## src/rtl/fft_frame_feeder.sv

```systemverilog
// Input-side framer for the streaming FFT core: groups a real sample stream into
// FRAME_LEN-point frames, buffers them, and drives the Avalon-ST sink handshake.
module fft_frame_feeder #(
    parameter int FRAME_LEN  = 256,
    parameter int FIFO_DEPTH = 16
) (
    input  logic        clk,
    input  logic        reset,
    input  logic        enable,
    input  logic        sample_valid,
    input  logic [15:0] sample_data,
    input  logic        clear_ovf,
    input  logic        fft_ready,
    output logic        fft_valid,
    output logic        fft_sop,
    output logic        fft_eop,
    output logic [15:0] fft_real,
    output logic [15:0] fft_imag,
    output logic [1:0]  fft_error,
    output logic [9:0]  fft_fftpts,
    output logic        fft_inverse,
    output logic        overflow,
    output logic [15:0] frames_sent
);
    localparam int IDX_W = $clog2(FRAME_LEN);
    localparam int AW    = $clog2(FIFO_DEPTH);
    localparam logic [IDX_W-1:0] LAST_IDX = IDX_W'(FRAME_LEN - 1);

    typedef struct packed {
        logic        sop;
        logic        eop;
        logic [15:0] data;
    } beat_t;

    typedef enum logic { IDLE = 1'b0, RUN = 1'b1 } state_t;

    state_t           state, state_nxt;
    logic [IDX_W-1:0] idx;
    beat_t            wr_beat;
    logic             want, fifo_wr, fifo_rd, drop;

    beat_t            mem [FIFO_DEPTH];
    logic [AW-1:0]    wr_ptr, rd_ptr;
    logic [AW:0]      count, count_nxt;
    logic             full, empty;
    beat_t            out_q;

    // A read frees a slot in the same cycle, so a full FIFO still takes a write
    // whenever the output register is draining it.
    assign want    = sample_valid && (state == RUN || enable);
    assign fifo_rd = !empty && (!fft_valid || fft_ready);
    assign fifo_wr = want && (!full || fifo_rd);
    assign drop    = want && full && !fifo_rd;

    always_ff @(posedge clk or posedge reset) begin
        if (reset) state <= IDLE;
        else       state <= state_nxt;
    end

    always_comb begin
        state_nxt = state;
        case (state)
            IDLE:    if (fifo_wr) state_nxt = RUN;
            RUN:     if (fifo_wr && wr_beat.eop && !enable) state_nxt = IDLE;
            default: state_nxt = IDLE;
        endcase
    end

    always_comb begin
        wr_beat.data = sample_data;
        wr_beat.sop  = 1'b0;
        wr_beat.eop  = 1'b0;
        case (state)
            IDLE: wr_beat.sop = 1'b1;
            RUN: begin
                wr_beat.sop = (idx == '0);
                wr_beat.eop = (idx == LAST_IDX);
            end
            default: wr_beat.sop = 1'b0;
        endcase
    end

    // Dropped samples leave idx untouched so every frame carries FRAME_LEN points.
    always_ff @(posedge clk or posedge reset) begin
        if (reset)        idx <= '0;
        else if (fifo_wr) idx <= wr_beat.eop ? '0 : idx + IDX_W'(1);
    end

    always_ff @(posedge clk) begin
        if (fifo_wr) mem[wr_ptr] <= wr_beat;
    end

    assign count_nxt = count + (AW+1)'(fifo_wr) - (AW+1)'(fifo_rd);

    always_ff @(posedge clk or posedge reset) begin
        if (reset) begin
            wr_ptr <= '0;
            rd_ptr <= '0;
            count  <= '0;
            full   <= 1'b0;
            empty  <= 1'b1;
        end else begin
            if (fifo_wr) wr_ptr <= wr_ptr + AW'(1);
            if (fifo_rd) rd_ptr <= rd_ptr + AW'(1);
            count <= count_nxt;
            full  <= (count_nxt == (AW+1)'(FIFO_DEPTH));
            empty <= (count_nxt == '0);
        end
    end

    always_ff @(posedge clk or posedge reset) begin
        if (reset) begin
            fft_valid <= 1'b0;
            out_q     <= '0;
        end else if (fifo_rd) begin
            fft_valid <= 1'b1;
            out_q     <= mem[rd_ptr];
        end else if (fft_ready) begin
            fft_valid <= 1'b0;
        end
    end

    always_ff @(posedge clk or posedge reset) begin
        if (reset)                                  frames_sent <= '0;
        else if (fft_valid && fft_ready && out_q.eop) frames_sent <= frames_sent + 16'd1;
    end

    // A drop in the same cycle as clear_ovf keeps the flag set.
    always_ff @(posedge clk or posedge reset) begin
        if (reset)          overflow <= 1'b0;
        else if (drop)      overflow <= 1'b1;
        else if (clear_ovf) overflow <= 1'b0;
    end

    assign fft_sop     = out_q.sop;
    assign fft_eop     = out_q.eop;
    assign fft_real    = out_q.data;
    assign fft_imag    = '0;
    assign fft_error   = 2'b00;
    assign fft_fftpts  = 10'(FRAME_LEN);
    assign fft_inverse = 1'b0;

endmodule

```

## config.mk

```make
export PLATFORM = sky130hd
export DESIGN_NAME = fft_frame_feeder
export DESIGN_NICKNAME = d
export VERILOG_FILES = /design/src/rtl/fft_frame_feeder.sv
export SDC_FILE = /design/constraint.sdc
export NUM_CORES = 1
export LEC_CHECK = 0
export CAP_MARGIN = 20
export CORE_AREA = 10 10 251 181
export CTS_BUF_LIST = sky130_fd_sc_hd__clkbuf_8
export DETAILED_ROUTE_END_ITERATION = 7
export DIE_AREA = 0 0 261 191
export PLACE_DENSITY = 0.57
export SLEW_MARGIN = 0
export SYNTH_ARGS = -nofsm -noshare
export SYNTH_HDL_FRONTEND = slang
export SYNTH_SLANG_ARGS = --single-unit
```

## constraint.sdc

```tcl
create_clock -name clk -period 6.57 [get_ports clk]
set_input_delay 1.6425 -clock clk [delete_from_list [all_inputs] [get_ports clk]]
set_output_delay 1.6425 -clock clk [all_outputs]
set_load 0.02 [all_outputs]
```

# ---- Word-level counts from Yosys, hierarchy flattened
# Memory sizes are Yosys's and may differ from the RTL's. A register that Yosys moved wholly into a read port is not among the register bits.
# Cells that the tools add are included.
dict set report totals {
  register_bits 42
  n_memories 1
  word_cells 52
  out_inout_bits 65
  mem_bits_ro 0
  ram_bits 288
  input_bits 22
  latchBits 0
}
# name depth width rd rd_clocked_by_memory_dff write_ports line
set mem_list {}
lappend mem_list {mem 16 18 1 1 1 42} ;# beat_t mem [FIFO_DEPTH];
dict set report op_classes {
  magnitude_cmp 0
  n_addsub 6
  reduce_logical 21
  n_eq_ne 2
  n_mux 11
  bitwise 1
  div 0
  mul 0
  shift 0
}
# operator count
set op_table {}
lappend op_table {{16-bit by 1-bit adder with 16-bit output, second input constant} 1}
lappend op_table {{1-bit logical AND} 9}
lappend op_table {{4-bit by 1-bit adder with 4-bit output, second input constant} 2}
lappend op_table {{8-bit by 1-bit adder with 8-bit output, second input constant} 1}
lappend op_table {{8-bit equality test, second input constant} 1}
lappend op_table {{8-bit zero test} 1}
lappend op_table {{1-bit 2-to-1 mux} 8}
lappend op_table {{8-bit 2-to-1 mux} 1}
lappend op_table {{5-bit by 1-bit adder with 5-bit output} 1}
lappend op_table {{5-bit equality test, second input constant} 1}
lappend op_table {{1-bit zero test} 5}
lappend op_table {{5-bit zero test} 1}
lappend op_table {{5-bit by 1-bit subtractor with 5-bit output} 1}
lappend op_table {{1-bit case mux with 2 select lines} 2}
lappend op_table {{2-bit nonzero test} 2}
lappend op_table {{1-bit logical OR} 3}
lappend op_table {{1-bit NOT} 1}

# ---- Logic depth before layout (Yosys ltp)
# Gate-level depths: netlist of run 1.
dict set report depth {
  ltp_word 9
  mapped_depth 13
  mapped_depth_nobuf 12
}

# ---- Least setup slack after synthesis of run 1
# OpenSTA, ideal clock, no wires.
dict set report synth_timing {
  path_type {input -> register}
  startpoint {input port fft_ready}
  endpoint {memory mem[3][0] (netlist name), enable pin}
  path_slack_ns 2.084
  path_stages 4
  t_required_ns 6.124
  t_arrival_ns 4.040
  path_buffers 0
  setup_time_ns 0.446
  cell_sequence {nor2b_1 > o21ai_0 > nand2_1 > nor4b_1}
}
dict set report synth_via {
  elab_chain_len 6
}
# item line
set synth_lines {}
lappend synth_lines {{from (decl)} 13} ;# input logic fft_ready,
lappend synth_lines {{1-bit logical OR} 51} ;# assign fifo_rd = !empty && (!fft_valid || fft_ready);
lappend synth_lines {{1-bit logical AND} 51}
lappend synth_lines {{1-bit logical OR} 52} ;# assign fifo_wr = want && (!full || fifo_rd);
lappend synth_lines {{1-bit logical AND} 52}
lappend synth_lines {{1-bit 2-to-1 mux} 90} ;# if (fifo_wr) mem[wr_ptr] <= wr_beat;
lappend synth_lines {{1-bit 2-to-1 mux (implied by the code)} 90}
lappend synth_lines {{to (decl)} 42}
# No other way between the ends.

# ---- Worst setup path in the final report of run 1
dict set report layout_timing {
  startpoint {input port fft_ready}
  endpoint {register empty}
}
dict set report layout_via {
  elab_chain_len 7
}
# item line
set layout_lines {}
lappend layout_lines {{1-bit logical OR (*)} 51}
lappend layout_lines {{1-bit logical AND (*)} 51}
lappend layout_lines {{1-bit logical OR} 52}
lappend layout_lines {{1-bit logical AND} 52}
lappend layout_lines {{5-bit by 1-bit adder with 5-bit output} 93} ;# assign count_nxt = count + (AW+1)'(fifo_wr) - (AW+1)'(fifo_rd);
lappend layout_lines {{5-bit by 1-bit subtractor with 5-bit output (*)} 93}
lappend layout_lines {{5-bit zero test (*)} 107} ;# empty <= (count_nxt == '0);
lappend layout_lines {{to (signal assigned)} 107}
lappend layout_lines {{to (decl)} 45} ;# logic full, empty;
# Every way passes the cells marked *; elsewhere a longest branch is shown, timed or not.
# A chain may end at the register's enable or synchronous reset.

==> results of run 1 <==
[per-layer routing]
metal	up-vias	track usage (%)
met5	-	0
met4	0	3.15
met3	42	2.70
met2	153	19.1
met1	3599	17.6
li1	3111	-
[state kept, by name (all words and copies together) (netlist names)]
signal	flops
state	1
fft_real	16
count	5
fft_valid	1
rd_ptr	4
fft_sop	1
empty	1
wr_ptr	4
idx	8
overflow	1
fft_eop	1
full	1
mem	288
frames_sent	16
[final timing paths]
check	end	slack, ns
worst max register to register	empty	3.24
worst max-delay path	empty	2.17
worst min register to register	frames_sent[15]	0.46
min in group asynchronous	fft_valid	1.49
max in group asynchronous	empty	4.16
worst min-delay path	frames_sent[15]	0.46
[cells in the final DEF, fill, tap and decap left out, drive strengths merged, types with 3 or more instances in the layout]
master,synthesis,final
and2,4,4
mux2i,42,42
dfrtp,59,59
clkdlybuf4s50,0,57
nand4,6,6
xor2,9,9
nand3,13,13
nand2b,4,4
and4,8,8
nor4b,4,4
mux2,3,3
mux4,66,66
inv,18,44
nor4,3,3
nor2,9,9
xnor2,18,18
a2bb2oi,13,13
nor2b,4,4
conb,2,29
edfxtp,288,288
a22oi,6,6
nor3,4,4
ha,13,13
and3,8,8
nand2,17,17
buf,48,18
o21ai,17,17
clkinv,1,16
and4b,8,8
clkbuf,15,59
[worst register-to-register path, cell delays in order (launching register included)]
cell	delay (ns)
dfrtp_1	0.40
nor2b_1	0.22
o21ai_0	0.10
buf_4	0.19
nand2_1	0.27
clkinv_1	0.55
ha_1	0.45
inv_1	0.07
fa_1	0.20
nor2b_1	0.05
o21ai_0	0.28
a21boi_0	0.14
nor4_1	0.30
[layout make-up]
cell class | count | area, um2
Clock buffer | 59 | 812
Clock inverter | 42 | 175
Fill cell | 3664 | 24400
Inverter | 19 | 71.3
Multi-Input combinational cell | 339 | 3530
Sequential cell | 348 | 10200
Tap cell | 544 | 681
Timing Repair Buffer | 75 | 713
[stage by stage]
step | std cells | area (um2) | setup slack [ns] | util (%)
floorplan | 769 | 14100 | 2.08 | -
global placement | 1324 | 15100 | 1.65 | 37.3
detailed placement | 1324 | 15100 | 1.58 | 37.3
CTS | 1425 | 16100 | 2.21 | 39.7
global route | 1426 | 16100 | 1.82 | 39.8
finish | 1426 | 16100 | 2.17 | 39.8
[report_power, final]
part / internal [mW] / total (mW) / switching (mW)
Sequential: 2.73 / 3.06 / 0.334
Clock: 0.826 / 1.65 / 0.827
Combinational: 0.935 / 1.91 / 0.978
Total: 4.49 / 6.63 / 2.14
[cell families (layout without fill, tap and decap cells)]
logic type,after synthesis,after routing
XOR/XNOR,27,27
AO/OA/AOI/OAI,58,58
flip-flops,348,348
AND/OR/NAND/NOR,100,100
other,2,29
multiplexers,111,111
adder cells (fa/ha/maj),14,14
buffers and inverters,82,195
==> run_results.csv, run 1 <==
group,metric,value,unit
timing,rsz0062_at_grt,"no",
yosys,synthAdderAreaFrac,1.30,%
setup_path,max_stage_delay,0.55,ns
drt,wirelength,30.8,mm
yosys,synth_ff_type,"edfxtp_1",
yosys,ys_seq_elements,348,
run_status,outcome,"completed",
floorplan,die_h,191,um
timing,finalHoldViolCount,0,
drt,vias,6905,
drt,firstDrtPassIters,5,
placement,port-buffer-count,57,
cts,clockBufferDepth,3,
setup_path,required,7.06,ns
placement,dpl.hpwl,18.2,mm
yosys,synthCells,742,
global_routing,antenna_found_initial,0,
yosys,synth_area,14000,um2
drt,wl_met3,1.60,mm
yosys,ys_async_sr_fraction,17.2,%
yosys,synth_compound_area_share,2.98,%
global_routing,grtUsageTotal,12.4,%
setup_path,crit_family,"buffers and inverters",
setup_path,cp-startpoint,"fft_ready",
timing,max_freq,0.227,GHz
cts,cts-buffers-inserted,54,
drt,drt-met1-wl,14.6,mm
drt,drcViolationCount,0,
cells_and_area,area_growth,15.2,%
cells_and_area,drive_above_1_share,18.6,%
cts,clk_pin_slew,0.06,ns
yosys,ys_seq_area_share,72.5,%
yosys,synth_largest_area_cell,"edfxtp_1",
min_path,hold_depth,1,
floorplan,die_area,49900,um2
yosys,synth_simple_gate_area_share,4.34,%
setup_path,critPathBufInv,4,
timing,min_period,4.40,ns
cts,cts_htree_levels,2,
yosys,netlist_top_cells_area,"edfxtp_1 62%, mux4_2 11%, dfrtp_1 11%",
global_routing,grt_pass1_vias,7227,
power,peakVddDrop,0.000210,V
cts,cts_tree,"built",
yosys,syn_avg_cell_area,18.9,um2
timing,clock_skew,0.0100,ns
cts,post_cts_buffers,0,
placement,gp_congestion,0.757,
setup_path,cp_max_fo,19,
setup_path,r2r_start,"fft_valid",
cts,ctsResizeCount,0,
floorplan,start_util,34.5,%
floorplan,boundaryPins,87,
drt,wl_met2,14.1,mm
power,total_power,6.63,mW
timing,hold_ws,0.464,ns
yosys,synthXorXnorAreaFrac,1.69,%
cts,clock_latency,0.60,ns
drt,drt_iter0_drc,491,
cts,cts_root_buf,"clkbuf_8",
yosys,synth_edf_count,288,
timing,worst_slew_pin_slew,1.07,ns
yosys,synth_common_cells,"288 x edfxtp_1, 66 x mux4_2, 59 x dfrtp_1",
drt,viasPerCell,4.84,
power,p_leak,5.66,nW
yosys,synth_top_area_share,61.8,%
cells_and_area,nets,873,
setup_path,cp.depth,13,
yosys,yosysMostFrequentCell,"edfxtp_1",
power,powerDensity,411,nW/um2
yosys,yosys-mux-area-fraction,13.9,%
cts,cts_sinks,348,
floorplan,die_w,261,um
min_path,worstHoldStart,"frames_sent[15]",
yosys,synthDistinctLibCells,56,
drt,highest_layer,"met4",
setup_path,worstPathCellList,"clkdlybuf4s50_1, nor2b_1, o21ai_0, buf_4, nand2_1, clkinv_1, ha_1, inv_1, fa_1, nor2b_1, o21ai_0, a21boi_0, nor4_1",
floorplan,fp-row-count,62,
setup_path,cp-end-kind,"flop",
setup_path,path_class,"in2reg",
min_path,hold_class,"reg2reg",
timing,drv_slew,0,
cells_and_area,antenna_cells,0,
drt,wire_per_inst,21.6,um
global_routing,grt.overflow.total,0,
floorplan,core_area,40600,um2
global_routing,grt_pass1_wl,46.7,mm
drt,ant_nets,0,
cts,hold_buffers,0,
yosys,ys_warn_count,0,
timing,setup_violations,0,
setup_path,reg2regPathDepth,12,
timing,finalCritPeriodShare,67.0,%
setup_path,critPathLaunchType,"input pin",
setup_path,cp.arrival,4.90,ns
yosys,synth_top_family_by_area,"multiplexers",
global_routing,grt_max_degree,43,
run,drv_cap,0,
timing,relSlewSlack,28.5,%
setup_path,slowest_stage,"clkinv_1",
timing,setup_tns,0,ns
No activity file was read; power rests on OpenSTA's default activity.
==> inputs of run 2 (changes only) <==
- PLACE_DENSITY: 0.57 -> 0.59
- clock period: 6.57 -> 3.5 ns (I/O delays scaled with it)
==> run 2 against run 1 <==
Net effect: first-iteration DRC count increased by 8.8%; sequential power increased by 87%; die area stayed put; combinational power up 100%; clock skew rose by 0.0072 ns; utilization up 1.0 points; routed wire length up 2.8%.
==> run_results.csv, run 2 (synthesis gave the netlist of run 1 again) <==
group,metric,value,unit
run_status,outcome,"completed",
drt,drcViolationCount,0,
setup_path,cp.arrival,3.42,ns
timing,finalCritPeriodShare,84.0,%
timing,setup_tns,0,ns
cells_and_area,fillCellCount,3636,
setup_path,crit_family,"simple AND/OR/NAND/NOR gates",
floorplan,boundaryPins,87,
timing,worst_slew_pin_slew,0.813,ns
placement,port-buffer-count,57,
timing,max_freq,0.340,GHz
setup_path,worstPathCellList,"clkdlybuf4s50_1, nand2b_1, nand2b_1, inv_1, ha_1, inv_1, ha_1, inv_1, fa_1, nor2b_1, o21ai_0, and3_1, nor4_1",
cells_and_area,final_core_util,40.8,%
cts,ctsResizeCount,0,
power,clkPwrFrac,25.7,%
placement,post-place-ws,-0.0642,ns
cts,post_cts_buffers,0,
min_path,hold_class,"reg2reg",
cts,cts-buffers-inserted,53,
timing,min_period,2.94,ns
power,seqPwrFrac,44.6,%
power,power_frac_comb,29.7,%
setup_path,critPathLaunchType,"input pin",
timing,drv_slew,0,
power,p_sw_share,31.8,%
cts,cts_sinks,348,
power,peakVddDrop,0.000310,V
drt,drt_iter0_drc,534,
cells_and_area,nets,896,
cells_and_area,largest_register_ffs,288,
setup_path,max_stage_delay,0.47,ns
timing,hold_ws,0.483,ns
cells_and_area,area_growth,18.1,%
global_routing,grt.overflow.total,0,
timing,relSlewSlack,45.8,%
floorplan,fp-row-count,62,
cells_and_area,drive_above_1_share,21.5,%
timing,rsz0062_at_grt,"no",
global_routing,grtUsageTotal,12.7,%
cts,clock_latency,0.59,ns
floorplan,die_w,261,um
global_routing,antenna_found_initial,2,
setup_path,path_class,"in2reg",
drt,ant_nets,0,
timing,clock_skew,0.0172,ns
timing,setup_violations,0,
cts,clk_pin_slew,0.06,ns
drt,viasPerCell,4.85,
placement,placed_area,15500,um2
placement,dpl.hpwl,18.8,mm
cts,cts_tree,"built",
power,powerDensity,777,nW/um2
global_routing,grt_pass1_wl,47.6,mm
power,p_int,8.76,mW
power,p_leak,5.85,nW
cells_and_area,mostFrequentLayoutCells,"288 x edfxtp_1, 66 x mux4_2, 57 x clkbuf_8, 57 x dfrtp_1, 57 x clkdlybuf4s50_1",
cts,hold_buffers,0,
cts,cts_root_buf,"clkbuf_8",
timing,finalHoldViolCount,0,
drt,wirelength,31.6,mm
floorplan,start_util,34.5,%
setup_path,cp-end-kind,"flop",
global_routing,grt_pass1_vias,7318,
setup_path,critPathBufInv,4,
placement,gp_congestion,0.752,
drt,wire_per_inst,21.8,um
setup_path,slowest_stage,"clkdlybuf4s50_1",
setup_path,required,3.98,ns
floorplan,die_h,191,um
cells_and_area,top_register,"mem",
drt,firstDrtPassIters,5,
cells_and_area,fin_area,16500,um2
cts,clockBufferDepth,3,
timing,timing.final.ws_setup,0.558,ns
global_routing,grt_max_degree,35,
cts,cts_htree_levels,2,
power,p_sw,4.09,mW
run,drv_cap,0,
setup_path,path_common_cell,"inv_1",
drt,vias,7029,
cells_and_area,final_common_cell,"edfxtp_1",
floorplan,core_area,40600,um2
setup_path,cp_max_fo,4,
floorplan,die_area,49900,um2
==> run 2: layer usage <==
metal / part of all wire (%) / vias up / GRT usage (%)
met3: 6.5 / 43 / 2.92
met1: 47 / 3653 / 18.3
met4: 1.6 / 0 / 3.22
met2: 45 / 178 / 19.1
li1: - / 3155 / -
met5: 0 / - / 0
==> run 2: area by class of cell <==
type	instances	area, um2	share of cell area (%)
multi-input combinational	339	3530	21.4
timing repair buffer	99	1050	6.34
antenna	1	2.50	0.0151
inverter	19	71.3	0.431
tap	544	681	4.11
clock inverter	42	264	1.60
sequential	348	10200	61.4
clock buffer	57	785	4.74
==> run 2: final timing paths <==
kind / start / end / slack (ns) / cells after the start
max in group asynchronous: reset / rd_ptr[0] / 2.29 / 3
setup reg to reg: empty / full / 0.89 / 11
setup / recovery: fft_ready / full / 0.56 / 13
hold / removal: frames_sent[15] / frames_sent[15] / 0.48 / 1
min in group asynchronous: reset / fft_real[3] / 0.59 / 2
hold reg to reg: frames_sent[15] / frames_sent[15] / 0.48 / 1
==> run 2: per-stage QoR <==
stage	power, mW	instances
after floorplan	8.24	769
after global placement	9.65	1349
after detailed placement	9.70	1349
after CTS	13.0	1448
after global routing	13.6	1448
final	12.9	1449
==> run 2: power by group through the flow <==
stage | Sequential, mW | Clock, mW | Combinational [mW]
global placement | 5.82 | 0 | 3.84
CTS | 5.75 | 3.42 | 3.88
floorplan | 5.57 | 0 | 2.67
finish | 5.73 | 3.30 | 3.82
detailed placement | 5.83 | 0 | 3.87
global route | 5.82 | 3.59 | 4.16
==> run 2: worst reg2reg max path, stage by stage, from the launching register on <==
cell and delay [ns]:
dfstp_2 0.58, nand2b_1 0.14, inv_1 0.06, ha_1 0.28
inv_1 0.05, ha_1 0.16, inv_1 0.06, fa_1 0.40
nor2b_1 0.12, o21ai_0 0.14, and3_1 0.24, nor4_1 0.27
